[config.mk]
export PLATFORM = sky130hd
export DESIGN_NAME = async_queue_source_param
export DESIGN_NICKNAME = d
export VERILOG_FILES = /design/src/rtl/async_queue_source_param.sv
export SDC_FILE = /design/constraint.sdc
export NUM_CORES = 1
export LEC_CHECK = 0
export CAP_MARGIN = 20
export CORE_ASPECT_RATIO = 1.4
export CORE_MARGIN = 5
export CORE_UTILIZATION = 45
export CTS_CLUSTER_DIAMETER = 30
export CTS_CLUSTER_SIZE = 14
export DETAILED_ROUTE_END_ITERATION = 8
export HOLD_SLACK_MARGIN = 0.02
export PLACE_DENSITY = 0.79
export SLEW_MARGIN = 20
export SYNTH_ARGS = -nofsm -noshare
export SYNTH_HDL_FRONTEND = slang
export SYNTH_SLANG_ARGS = --single-unit
[constraint.sdc]
create_clock -name clock -period 4.9 [get_ports clock]
set_input_delay 0.735 -clock clock [delete_from_list [all_inputs] [get_ports clock]]
set_output_delay 0.735 -clock clock [all_outputs]
set_load 0.02 [all_outputs]
[src/rtl/async_queue_source_param.sv]
// async_queue_source_param: write-clock half of a gray-pointer async FIFO.
// Build option: define ASYNC_QUEUE_SRC_PARITY_EN to add the mem_par port.
//
// Parameters: DATA_W, DEPTH_LOG2, SYNC_STAGES, AFULL_THRESH.
// Ports:
//   clock, reset         write clock, async active-high reset
//   enq_valid/bits/ready enqueue handshake
//   async_ridx           sink read pointer (gray), from sink domain
//   ridx_valid           sink alive indication
//   sink_reset_n         sink-domain reset, active-low
//   async_mem            flat storage array, entry i at [i*DATA_W +: DATA_W]
//   async_widx           write pointer (gray), registered
//   widx_valid           source alive indication
//   source_reset_n       ~reset
//   level, almost_full   conservative occupancy and threshold flag
//   mem_par              per-entry even parity (parity build only)
module async_queue_source_param #(
  parameter int DATA_W       = 32,
  parameter int DEPTH_LOG2   = 3,
  parameter int SYNC_STAGES  = 3,
  parameter int AFULL_THRESH = 6
) (
  input  logic                             clock,
  input  logic                             reset,
  input  logic                             enq_valid,
  input  logic [DATA_W-1:0]                enq_bits,
  output logic                             enq_ready,
  input  logic [DEPTH_LOG2:0]              async_ridx,
  input  logic                             ridx_valid,
  input  logic                             sink_reset_n,
  output logic [(2**DEPTH_LOG2)*DATA_W-1:0] async_mem,
  output logic [DEPTH_LOG2:0]              async_widx,
  output logic                             widx_valid,
  output logic                             source_reset_n,
  output logic [DEPTH_LOG2:0]              level,
  output logic                             almost_full
`ifdef ASYNC_QUEUE_SRC_PARITY_EN
  ,
  output logic [(2**DEPTH_LOG2)-1:0]       mem_par
`endif
);

  localparam int DEPTH = 2 ** DEPTH_LOG2;
  localparam int PW    = DEPTH_LOG2 + 1;

  // Gray pointer of a full queue: top two bits inverted vs. read pointer.
  localparam logic [PW-1:0] FULL_MASK = PW'(3) << (DEPTH_LOG2 - 1);
  localparam logic [PW-1:0] AFULL_L   = PW'(AFULL_THRESH);

  function automatic logic [PW-1:0] gray2bin(input logic [PW-1:0] g);
    logic [PW-1:0] b;
    b[PW-1] = g[PW-1];
    for (int i = PW - 2; i >= 0; i--)
      b[i] = b[i+1] ^ g[i];
    return b;
  endfunction

  // Either side's reset tears down the link handshake.
  logic link_rst;
  assign link_rst = reset | ~sink_reset_n;

  logic [SYNC_STAGES-1:0] src_v0_q;
  logic [SYNC_STAGES-1:0] src_v1_q;
  logic [SYNC_STAGES-1:0] sink_ext_q;
  logic [SYNC_STAGES-1:0] sink_valid_q;
  logic [PW-1:0]          ridx_q [SYNC_STAGES];

  always_ff @(posedge clock or posedge link_rst) begin
    if (link_rst) begin
      src_v0_q   <= '0;
      src_v1_q   <= '0;
      sink_ext_q <= '0;
    end else begin
      src_v0_q   <= {src_v0_q[SYNC_STAGES-2:0], 1'b1};
      src_v1_q   <= {src_v1_q[SYNC_STAGES-2:0],
                     src_v0_q[SYNC_STAGES-1]};
      sink_ext_q <= {sink_ext_q[SYNC_STAGES-2:0], ridx_valid};
    end
  end

  // Kept on the local reset only so that sink_valid drops a few
  // cycles after the sink goes away rather than instantly.
  always_ff @(posedge clock or posedge reset) begin
    if (reset) begin
      sink_valid_q <= '0;
      for (int i = 0; i < SYNC_STAGES; i++)
        ridx_q[i] <= '0;
    end else begin
      sink_valid_q <= {sink_valid_q[SYNC_STAGES-2:0],
                       sink_ext_q[SYNC_STAGES-1]};
      ridx_q[0] <= async_ridx;
      for (int i = 1; i < SYNC_STAGES; i++)
        ridx_q[i] <= ridx_q[i-1];
    end
  end

  logic          sink_valid;
  logic [PW-1:0] ridx_sync;
  assign sink_valid = sink_valid_q[SYNC_STAGES-1];
  assign ridx_sync  = ridx_q[SYNC_STAGES-1];

  logic [PW-1:0] wbin_q;
  logic [PW-1:0] widx_q;
  logic          ready_q;
  logic [PW-1:0] level_q;
  logic          afull_q;

  logic          fire;
  logic [PW-1:0] wbin_d;
  logic [PW-1:0] wgray_d;
  logic [PW-1:0] rbin;
  logic [PW-1:0] occ;
  logic          ready_d;
  logic [PW-1:0] level_d;
  logic          afull_d;

  always_comb begin
    fire    = enq_valid & ready_q & sink_valid;
    wbin_d  = '0;
    if (sink_valid)
      wbin_d = wbin_q + {{(PW-1){1'b0}}, fire};
    wgray_d = wbin_d ^ (wbin_d >> 1);
    rbin    = gray2bin(ridx_sync);
    occ     = wbin_d - rbin;
    ready_d = sink_valid & (wgray_d != (ridx_sync ^ FULL_MASK));
    level_d = sink_valid ? occ : '0;
    afull_d = sink_valid & (occ >= AFULL_L);
  end

  always_ff @(posedge clock or posedge reset) begin
    if (reset) begin
      wbin_q  <= '0;
      widx_q  <= '0;
      ready_q <= 1'b0;
      level_q <= '0;
      afull_q <= 1'b0;
    end else begin
      wbin_q  <= wbin_d;
      widx_q  <= wgray_d;
      ready_q <= ready_d;
      level_q <= level_d;
      afull_q <= afull_d;
    end
  end

  // Slot index derived from the gray pointer, so source and sink
  // agree on placement without a binary conversion on either side.
  logic [DEPTH_LOG2-1:0] slot;
  assign slot = widx_q[DEPTH_LOG2-1:0] ^
                (DEPTH_LOG2'(widx_q[DEPTH_LOG2]) << (DEPTH_LOG2 - 1));

  logic [DATA_W-1:0] mem_q [DEPTH];

  always_ff @(posedge clock) begin
    if (fire)
      mem_q[slot] <= enq_bits;
  end

  for (genvar g = 0; g < DEPTH; g++) begin : g_flat
    assign async_mem[g*DATA_W +: DATA_W] = mem_q[g];
  end

`ifdef ASYNC_QUEUE_SRC_PARITY_EN
  logic [DEPTH-1:0] par_q;

  always_ff @(posedge clock) begin
    if (fire)
      par_q[slot] <= ^enq_bits;
  end

  assign mem_par = par_q;
`endif

  assign enq_ready      = ready_q & sink_valid;
  assign async_widx     = widx_q;
  assign widx_valid     = src_v1_q[SYNC_STAGES-1];
  assign source_reset_n = ~reset;
  assign level          = level_q;
  assign almost_full    = afull_q;

endmodule

==> results.md <==
Run status:
- The flow ran to the end, and the final reports show no timing, DRC or antenna violations.

Clocking:
- The number of clock buffers inserted by TritonCTS is 35.
- CTS built an H-tree with a depth of 2.
- Once the clock tree was built, the resizer swapped 0 gates to a different size.
- The setup fix buffers added after clock tree synthesis is 0.
- The buffer depth of the longest clock path is 3.
- The insertion delay of the later-clocked pin in the worst-skew pair is 0.49 ns.
- The library cell used as clock root buffer is clkbuf_16.
- The count of clock tree sinks is 293.
- TritonCTS built the clock tree.
- Clock-pin slew was measured on the worst setup and hold paths at 0.06 ns.
- The hold buffer count at CTS is 0.

Place:
- Port buffering added 308 buffers.
- Summing all placed instances gives a cell area of 0.0126 mm^2.
- The half-perimeter wire length of the detailed placement result is 15,400 um.
- The placer congestion estimate is 0.785.
- In this run, placement finished with an instance count of 927.

STA:
- Based on the critical path, the design can be clocked at up to 326 MHz.
- At the pin with the least slew margin, the transition time is 1.05 ns.
- Setup repair after global routing left no endpoint under its margin.
- The final number of max-transition violations was 0.
- Dividing the final minimum period by the clock period gives 62.7%.
- The headroom to the max-slew limit is 30.0%.
- Setup violations remaining at the end of the flow were counted as 0.
- The final critical delay including setup and external delays is 3.07 ns.
- The summed negative setup slack over all endpoints is 0 ns.
- The worst setup skew after layout is 0.0101 ns.
- The hold violation total from the final report is 0.

Worst setup path:
- The required time at the endpoint of the critical path is 5.29 ns.
- The end of the worst register-to-register path is level[3].
- The setup path with the least slack is of type in -> reg.
- Along the worst path, the maximum fanout reaches 4.
- Data on the critical path arrives at its endpoint at 3.46 ns.
- The number of cells on the worst reg-to-reg path is 11.
- In this design, the critical path's most frequently occurring cell is ha_1.
- The startpoint of the lowest-slack register-to-register path is sink_valid_q[2].
- Among all stages on the critical path, the largest delay is contributed by clkdlybuf4s50_1.
- The kind of end point of the critical path is a flop.
- The beginning of the critical path is enq_valid.
- The signal on the critical path passes through clkdlybuf4s50_1 > nand3_1 > inv_1 > ha_1 > ha_1 > nand2_1 > inv_1 > ha_1 > nor2b_1 > o21a_1 > or3_1 > a21oi_1.
- The worst setup path is launched from a primary input.
- Together, buffers and inverters on the worst path number 3.
- The largest single stage delay on the critical path is 0.46 ns.
- Grouping stages by cell kind, the critical path spends the most delay in simple AND/OR/NAND/NOR gates.
- The worst-case register-to-register setup slack is 2.00 ns.

Min path:
- The start point of the worst min-delay path is ridx_q[10].
- The tightest min-delay check is of the reg -> reg type.
- Along the worst hold path, the cell count comes to 0.
- The path with the worst hold slack has its endpoint at ridx_q[6].

Cells and area:
- The count of antenna diodes in the layout is 0.
- The finished cells cover 0.0138 mm^2.
- At the end of the flow the core is filled with cells to 69.3%.
- The post-route netlist has 10.3% of its cells at a drive strength greater than 1.
- The combined area of the multi-input logic cells is 487 um^2.
- The number of non-filler instances in the completed layout is 990.
- The layout net count is 761.
- Across the whole layout, storage elements account for 0.00861 mm^2.
- Counting the fill cells in the layout gives 1,193.
- Relative to the synthesized area, the layout overhead comes to 51.9%.

Synth:
- The synthesized netlist occupies a cell area of 0.00909 mm^2.
- The post-synthesis cell type count is 28.
- The average instance area after synthesis is 25.2 um^2.
- The post-synth net total is 408.
- Synthesis handed over a netlist of 361 instances.
- The total of warnings raised by yosys is 0.
- For this run, the register share of the synthesized area comes to 94.8%.
- In this run, synthesis produced a sequential element count of 293.

Floorplan:
- The starting density of the core is 45.6%.
- The die is 178 um tall.
- The count of standard-cell rows is 61.
- The total I/O pin count is 309.
- In this run the standard cell core region covers 0.0199 mm^2.
- The die covers 0.0232 mm^2.
- In this run the horizontal extent of the chip is 130 um.

Power:
- The cell leakage power is 4.83 nW.
- Dividing total power by cell area gives a power density of 394 mW/mm^2.
- Overall power consumption after layout is estimated at 5.44 mW.
- The worst vdd rail ir drop is 0.000291 V.

Drt:
- The first routing iteration left 309 violations.
- Dividing the detail-routed wire length by the instance count gives 22.7 um.
- The length of the first detailed-routing pass in iterations is 4.
- The sum of routed wire length over all layers is 22,500 um.
- The detail-routed via count per cell is 4.80.
- The total routed wire length on the met1 layer is 7550 um.
- The routed length on met3 is 1960 um.
- Signal routing reaches up to met4.
- The post-route DRC violation count is 0.
- The detailed-routed wire length on met2 is 12,200 um.
- The antenna violation net count after detailed routing is 0.
- The total number of vias is 4,751.

Global routing:
- Entering global routing, the biggest net connects 33 pins.
- The number of global-route vias before repair is 5,061.
- The total overflow left after global routing is 0.
- The combined global-route utilization of all metal layers is 18.9%.
- The first global-routing pass estimated 31,700 um of wire.
- The number of antenna violations at the first check in global routing is 0.

Run:
- The tool flagged a number of max-cap violations equal to 0.
[cell type report]
cell class                      count  area share, %
Clock inverter                     20           1.50
Sequential cell                   293           62.4
Tap cell                          252           2.28
Timing Repair Buffer              319           23.4
Clock buffer                       41           6.81
Multi-Input combinational cell     59           3.52
Inverter                            6          0.163
[worst reg2reg max path, stage by stage (launching register included)]
cell and delay [ns]:
dfrtp_1 0.49, nand3_1 0.23, inv_1 0.17, ha_1 0.22, ha_1 0.28, nand2_1 0.16
inv_1 0.10, ha_1 0.30, nor2b_1 0.14, o21a_1 0.17, or3_1 0.35, a21oi_1 0.19
[state kept, by name (all words and copies together) (netlist names)]
signal,flops
mem_q,256
ridx_q,8
level,4
ridx_sync,4
wbin_q,4
async_widx,3
sink_ext_q,3
sink_valid_q,3
src_v0_q,3
src_v1_q,3
almost_full,1
ready_q,1
[power breakdown]
group / switching [mW] / internal (mW)
clock: 0.957 / 1.55
sequential: 0.0139 / 2.75
combinational: 0.0993 / 0.0786
total: 1.07 / 4.37
[layout by cell type (no fill, tap or decap), types with 3 or more instances in the layout]
| cell type | n |
|---|---|
| bufinv_16 | 3 |
| xnor2_1 | 9 |
| clkdlybuf4s50_1 | 308 |
| clkbuf_1 | 4 |
| inv_6 | 3 |
| nand2_1 | 4 |
| edfxtp_1 | 256 |
| buf_4 | 8 |
| ha_1 | 5 |
| nor2_1 | 4 |
| buf_16 | 3 |
| clkbuf_16 | 37 |
| and2_1 | 5 |
| clkinv_2 | 5 |
| clkinvlp_4 | 4 |
| dfrtp_1 | 37 |
| inv_1 | 6 |
| xor2_1 | 6 |
| nor2_4 | 4 |
[per-stage QoR]
stage	hold slack [ns]	worst slack, ns
finish	0.344	1.83
global route	0.357	1.66
CTS	0.345	1.85
detailed placement	0.336	1.40
global placement	0.333	1.56
floorplan	0.331	0.409
[worst max path at each step]
stage | to | depth (start not counted)
after floorplan | mem_q[0][0] | 2
after global placement | almost_full | 12
after detailed placement | almost_full | 12
after CTS | level[3] | 12
after global routing | almost_full | 12
final | level[3] | 12
[cells in the mapped netlist]
cell type / n / area share (%)
a21boi_0: 1 / 0.083
a21oi_1: 1 / 0.055
a31oi_1: 1 / 0.069
a41oi_1: 1 / 0.096
and2_1: 5 / 0.34
buf_4: 2 / 0.17
clkbuf_2: 1 / 0.055
conb_1: 1 / 0.041
dfrtp_1: 37 / 10
edfxtp_1: 256 / 85
fa_1: 1 / 0.22
ha_1: 5 / 0.69
inv_1: 6 / 0.25
mux2i_1: 1 / 0.11
nand2_1: 4 / 0.17
nand2b_1: 2 / 0.14
nand3_1: 2 / 0.11
nand3_2: 1 / 0.11
nor2_1: 8 / 0.33
nor2b_1: 2 / 0.14
nor3_1: 2 / 0.11
nor4_1: 2 / 0.14
o21a_1: 1 / 0.083
o21ai_0: 1 / 0.055
or3_1: 1 / 0.069
xnor2_1: 9 / 0.87
xor2_1: 6 / 0.58
xor2_2: 1 / 0.18
[metal layers]
| layer | up-vias | GRT usage [%] |
|---|---|---|
| met4 | 0 | 7.45 |
| li1 | 2094 | - |
| met2 | 271 | 34.7 |
| met3 | 53 | 5.09 |
| met1 | 2333 | 20.3 |
| met5 | - | 0 |
[logic make-up after synthesis]
family	count (synthesis)	share of synthesized area (%)
flops	293	94.8
simple gates	29	1.65
xor+xnor	16	1.62
buf+inv	9	0.468
fa+ha+maj	6	0.908
compound gates	6	0.440
other cells	1	0.0413
mux	1	0.110
No activity file was read; power rests on OpenSTA's default activity.
